--- src/rtl/viterbi_ctrl.sv ---
// viterbi_ctrl: frame sequencer for a K=3 Viterbi decoder.
// Accepts FRAME_LEN received symbol pairs and drives the branch-metric/ACS
// strobes and survivor-memory writes. After a one-cycle flush it walks the
// survivor memory backwards and streams the decoded bits out in reverse
// symbol order.
// Optional feature: define VITERBI_CTRL_ABORT_EN to add the abort/aborted
// ports, which discard the frame in progress.
module viterbi_ctrl #(
    parameter int FRAME_LEN = 16,
    parameter int AW        = 4
) (
    input  logic          clk,
    input  logic          rst,
    input  logic          in_valid,
    output logic          in_ready,
    input  logic [1:0]    rx_pair,
    output logic [1:0]    bmc_rx_pair,
    output logic          acs_en,
    output logic          acs_clr,
    output logic          sm_wr_en,
    output logic [AW-1:0] sm_addr,
    output logic          tb_load,
    output logic          tb_en,
    input  logic          tb_bit,
    output logic          dec_bit,
    output logic          dec_valid,
    input  logic          out_ready,
    output logic          dec_last,
    output logic          busy,
    output logic          frame_done
`ifdef VITERBI_CTRL_ABORT_EN
    ,
    input  logic          abort,
    output logic          aborted
`endif
);

    localparam logic [AW-1:0] LAST = AW'(FRAME_LEN - 1);

    typedef enum logic [1:0] {
        IDLE  = 2'd0,
        ACS   = 2'd1,
        FLUSH = 2'd2,
        TB    = 2'd3
    } state_t;

    state_t        state, state_n;
    logic [AW-1:0] cnt, cnt_n;
    logic [AW-1:0] addr_n;
    logic [1:0]    bmc_n;
    logic          acs_en_n, acs_clr_n, wr_n, done_n;
    logic          accept;
    logic          kill;

`ifdef VITERBI_CTRL_ABORT_EN
    assign kill = abort && (state != IDLE);
`else
    assign kill = 1'b0;
`endif

    // Next-state and next-register values; handshake and traceback outputs.
    always_comb begin
        state_n   = state;
        cnt_n     = cnt;
        addr_n    = sm_addr;
        bmc_n     = bmc_rx_pair;
        acs_en_n  = 1'b0;
        acs_clr_n = 1'b0;
        wr_n      = 1'b0;
        done_n    = 1'b0;

        in_ready  = !rst && !kill && ((state == IDLE) || (state == ACS));
        accept    = in_valid && in_ready;
        tb_load   = (state == FLUSH);
        dec_valid = (state == TB);
        tb_en     = dec_valid && out_ready;
        dec_bit   = dec_valid && tb_bit;
        dec_last  = dec_valid && (sm_addr == '0);
        busy      = (state != IDLE);

        case (state)
            IDLE, ACS: begin
                if (accept) begin
                    bmc_n     = rx_pair;
                    acs_en_n  = 1'b1;
                    wr_n      = 1'b1;
                    acs_clr_n = (cnt == '0);
                    addr_n    = cnt;
                    if (cnt == LAST) begin
                        // Counter parks at zero so it never wraps mid-frame.
                        cnt_n   = '0;
                        state_n = FLUSH;
                    end else begin
                        cnt_n   = cnt + 1'b1;
                        state_n = ACS;
                    end
                end
            end
            FLUSH: begin
                // sm_addr already holds FRAME_LEN-1 from the last write.
                state_n = TB;
            end
            TB: begin
                if (out_ready) begin
                    if (sm_addr == '0) begin
                        state_n = IDLE;
                        done_n  = 1'b1;
                    end else begin
                        addr_n = sm_addr - 1'b1;
                    end
                end
            end
            default: state_n = IDLE;
        endcase
    end

    // FSM state register; reset or abort drops back to IDLE.
    always_ff @(posedge clk) begin
        if (rst || kill) state <= IDLE;
        else             state <= state_n;
    end

    // Registered strobes, address, symbol counter and broadcast pair.
    always_ff @(posedge clk) begin
        if (rst || kill) begin
            cnt         <= '0;
            sm_addr     <= '0;
            bmc_rx_pair <= 2'b00;
            acs_en      <= 1'b0;
            acs_clr     <= 1'b0;
            sm_wr_en    <= 1'b0;
            frame_done  <= 1'b0;
        end else begin
            cnt         <= cnt_n;
            sm_addr     <= addr_n;
            bmc_rx_pair <= bmc_n;
            acs_en      <= acs_en_n;
            acs_clr     <= acs_clr_n;
            sm_wr_en    <= wr_n;
            frame_done  <= done_n;
        end
    end

`ifdef VITERBI_CTRL_ABORT_EN
    // One-cycle abort acknowledge; reset has priority and suppresses it.
    always_ff @(posedge clk) begin
        if (rst) aborted <= 1'b0;
        else     aborted <= kill;
    end
`endif

endmodule

--- config.mk ---
export PLATFORM = sky130hd
export DESIGN_NAME = viterbi_ctrl
export DESIGN_NICKNAME = d
export VERILOG_FILES = /design/src/rtl/viterbi_ctrl.sv
export SDC_FILE = /design/constraint.sdc
export NUM_CORES = 1
export LEC_CHECK = 0
export BUFFER_PORTS_ARGS = -buffer_cell sky130_fd_sc_hd__buf_2
export CORE_MARGIN = 5
export CORE_UTILIZATION = 40
export CTS_BUF_LIST = sky130_fd_sc_hd__clkbuf_2 sky130_fd_sc_hd__clkbuf_4 sky130_fd_sc_hd__clkbuf_8
export DETAILED_ROUTE_END_ITERATION = 7
export PLACE_DENSITY = 0.67
export SLEW_MARGIN = 20
export SYNTH_ARGS = -nofsm -noshare
export SYNTH_HDL_FRONTEND = slang
export SYNTH_SLANG_ARGS = --single-unit
--- constraint.sdc ---
create_clock -name clk -period 4.4 [get_ports clk]
set_input_delay 0.44 -clock clk [delete_from_list [all_inputs] [get_ports clk]]
set_output_delay 0.44 -clock clk [all_outputs]
set_load 0.01 [all_outputs]
==> metrics <==
Max Cap Viol=0; worst hold-check path type=in -> reg; maximum vdd drop=0.0001809 V; Core Footprint=1745 µm²; Max Fclk=a little under 500 MHz; most frequent cells in the layout=buf_2 (23), dfxtp_1 (15), nand2_1 (14); Die Height=between 50 and 60 µm; Synthesis Warnings=0; CP cell instances=inv_1, ha_1, or3b_1, nor2_1, buf_2; Post-Place Cells=between 100 and 150; Mapped Nets=100; FF-to-FF setup slack=~2.7 ns; final core occ=a little over 50%; Port Buffer Count=23; Crit Path Max Fanout=4; Starting DRT DRC Count=7; worst slew pin tran=roughly 0.4 ns; clock skew=about 0.00042 ns; Slew HR=73.30%; Die ar.=2836 µm²; Power Dens Cells=287.7 nW/µm²; DRC Markers=0; Cell Area, Synth=approximately 750 µm²; hpwl dp=1.200 mm; WS Path Type=reg -> out; wire length on met3=88 µm; I/O Pins=24; slowest stage delay, CP=roughly 0.43 ns; GPL Wtd Cong=between 0.7 and 0.8; Endpoint, Worst Hold=bmc_rx_pair[1]; Initial Util=42.87%; vias in the first global route=607; first-pass GRT wire length=2.532 mm; Post-synth ARST share=0%; Main synth FF type=dfxtp_1; r2r startpoint=sm_addr[0]; post-CTS sizing=0; Final TNS setup=0 ns; Final setup viols=0; worst endpoint data arrival time=roughly 1.6 ns; Worst setup EP type=primary output; DRT met1 WL=716 µm; pre-CTS setup slack=2.660 ns; TritonRoute pass-1 iters=4; Mean Syn Cell Area=just over 8 µm²; Req. time, crit path=between 3 and 4 ns; final worst path period share=about 46%; initial antenna violation count=0; post-synth top area share=approximately 40%; TritonCTS clock tree=done; routed vias/inst=around 5; max layer used=met4; n_diodes=0; clock sinks=15; Post-Synthesis Cells=90; total gr overflow=0; RR Endpoint=state[1]; hold_buf cts=0; maximum number of pins on one net before global-route repair=13; final hold viol count=0; cell taking the most area after synthesis=dfxtp_1; FP Rows=15; wire per inst=~11 µm; Clock Latency Late Sink=0.28 ns; Routed WL=about 1.6 mm; R2R cell count=5; met2 wire length=734 µm; clk slew on worst S/H paths=roughly 0.09 ns; setup bufs post-CTS=0; final worst setup slack=between 2 and 2.5 ns; GRT Util Overall=approximately an eighth; RSZ-0062 raised after global routing=false; width of the die=around 53 µm; nets@finish=roughly 120; cts bufs inserted=3; hold path startpoint=rx_pair[1]; Layout area overhead=19.90%; CP Launch Type=flop; Post-DRT Antenna Nets=0; Layout Cells excl Fill=138; Hold Path Depth=3; Final Power=between 0.0002 and 0.0003 W; H-tree Lvls=1; Post-synth EDFFs=0; slowest CP cell=or3b_1; fraction of layout cells with a size suffix above 1=between 20% and 30%; Synth area leaders=dfxtp_1 (40%), nand2_1 (7.0%), a21oi_1 (6.0%), ha_1 (5.0%), nor2_1 (3.5%); clk buf depth=2; Period minus WS final=2.030 ns; routed via count=around 690; Synth cell types=34; root buffer cell=clkbuf_4; Pleak=slightly above 0.4 nW; sequential area share after synthesis=roughly two fifths; critical path launch point=sm_addr[0]; Slew Viols, Final=0; Yosys reg bits=15; run status=finished, final reports clean; commonest non-fill, non-tap cell in the layout=buf_2
-- cell usage after synthesis (2+ instances only) --
| master | instances |
|---|---|
| ha_1 | 3 |
| a21oi_1 | 9 |
| and3_1 | 3 |
| nand2_1 | 14 |
| dfxtp_1 | 15 |
| o21ai_1 | 5 |
| a21o_1 | 2 |
| inv_1 | 5 |
| nand3b_1 | 2 |
| nor2_1 | 7 |
| or2_1 | 2 |
-- power by group --
group | internal, W | switching [W] | leakage [nW]
clock | 0.0000413 | 0.0000421 | 0.0184
sequential | 0.000141 | 0.00000404 | 0.122
combinational | 0.0000126 | 0.0000173 | 0.262
total | 0.000195 | 0.0000634 | 0.402
-- state kept, by name, indices dropped and copies added (netlist names) --
name         cells
bmc_rx_pair      2
sm_addr          4
sm_wr_en         1
frame_done       1
state            2
acs_clr          1
cnt              4
-- how the worst max path moves through the flow --
stage	to	slack, ns	cells past startpoint
global route	dec_last	2.23	5
floorplan	state[1]	2.76	5
finish	dec_last	2.37	5
global placement	dec_last	2.69	5
detailed placement	cnt[3]	2.66	7
CTS	dec_last	2.36	5
-- cells by family after synthesis --
| family | Yosys count | synth area share, % |
|---|---|---|
| buffers and inverters | 11 | 7.189 |
| and+or+nand+nor | 37 | 26.93 |
| DFF | 15 | 40.13 |
| AOI/OAI and AO/OA | 22 | 18.06 |
| muxes | 1 | 1.505 |
| xor gates and xnor gates | 1 | 1.171 |
| adders and majority gates | 3 | 5.017 |
-- per-stage QoR --
stage	hold slack (ns)	instance area (µm²)
floorplan	0.4466	748.2
global placement	0.4368	867.1
detailed placement	0.4423	867.1
CTS	0.3510	897.1
global route	0.3644	897.1
finish	0.3609	897.1
-- critical path: cells and delay by family (launching register included) --
kind	cells	cell delay, ns
adders and majority gates	1	0.20
buffers and inverters	2	0.24
and+or+nand+nor	2	0.54
DFF	1	0.34
-- metal layers --
layer  GRT usage [%]  vias up
met5               0        -
met4           9.787        0
li1                -      353
met3           2.535        4
met2           18.78       18
met1           14.94      313
-- final cells by class --
class	count	area (µm²)
sequential	15	300.3
fill	177	848.3
multi-input combinational	64	394.1
timing repair buffer	23	115.1
tap	25	31.28
clock buffer	4	30.03
inverter	7	26.28
Power figures use the tool's default switching activity.
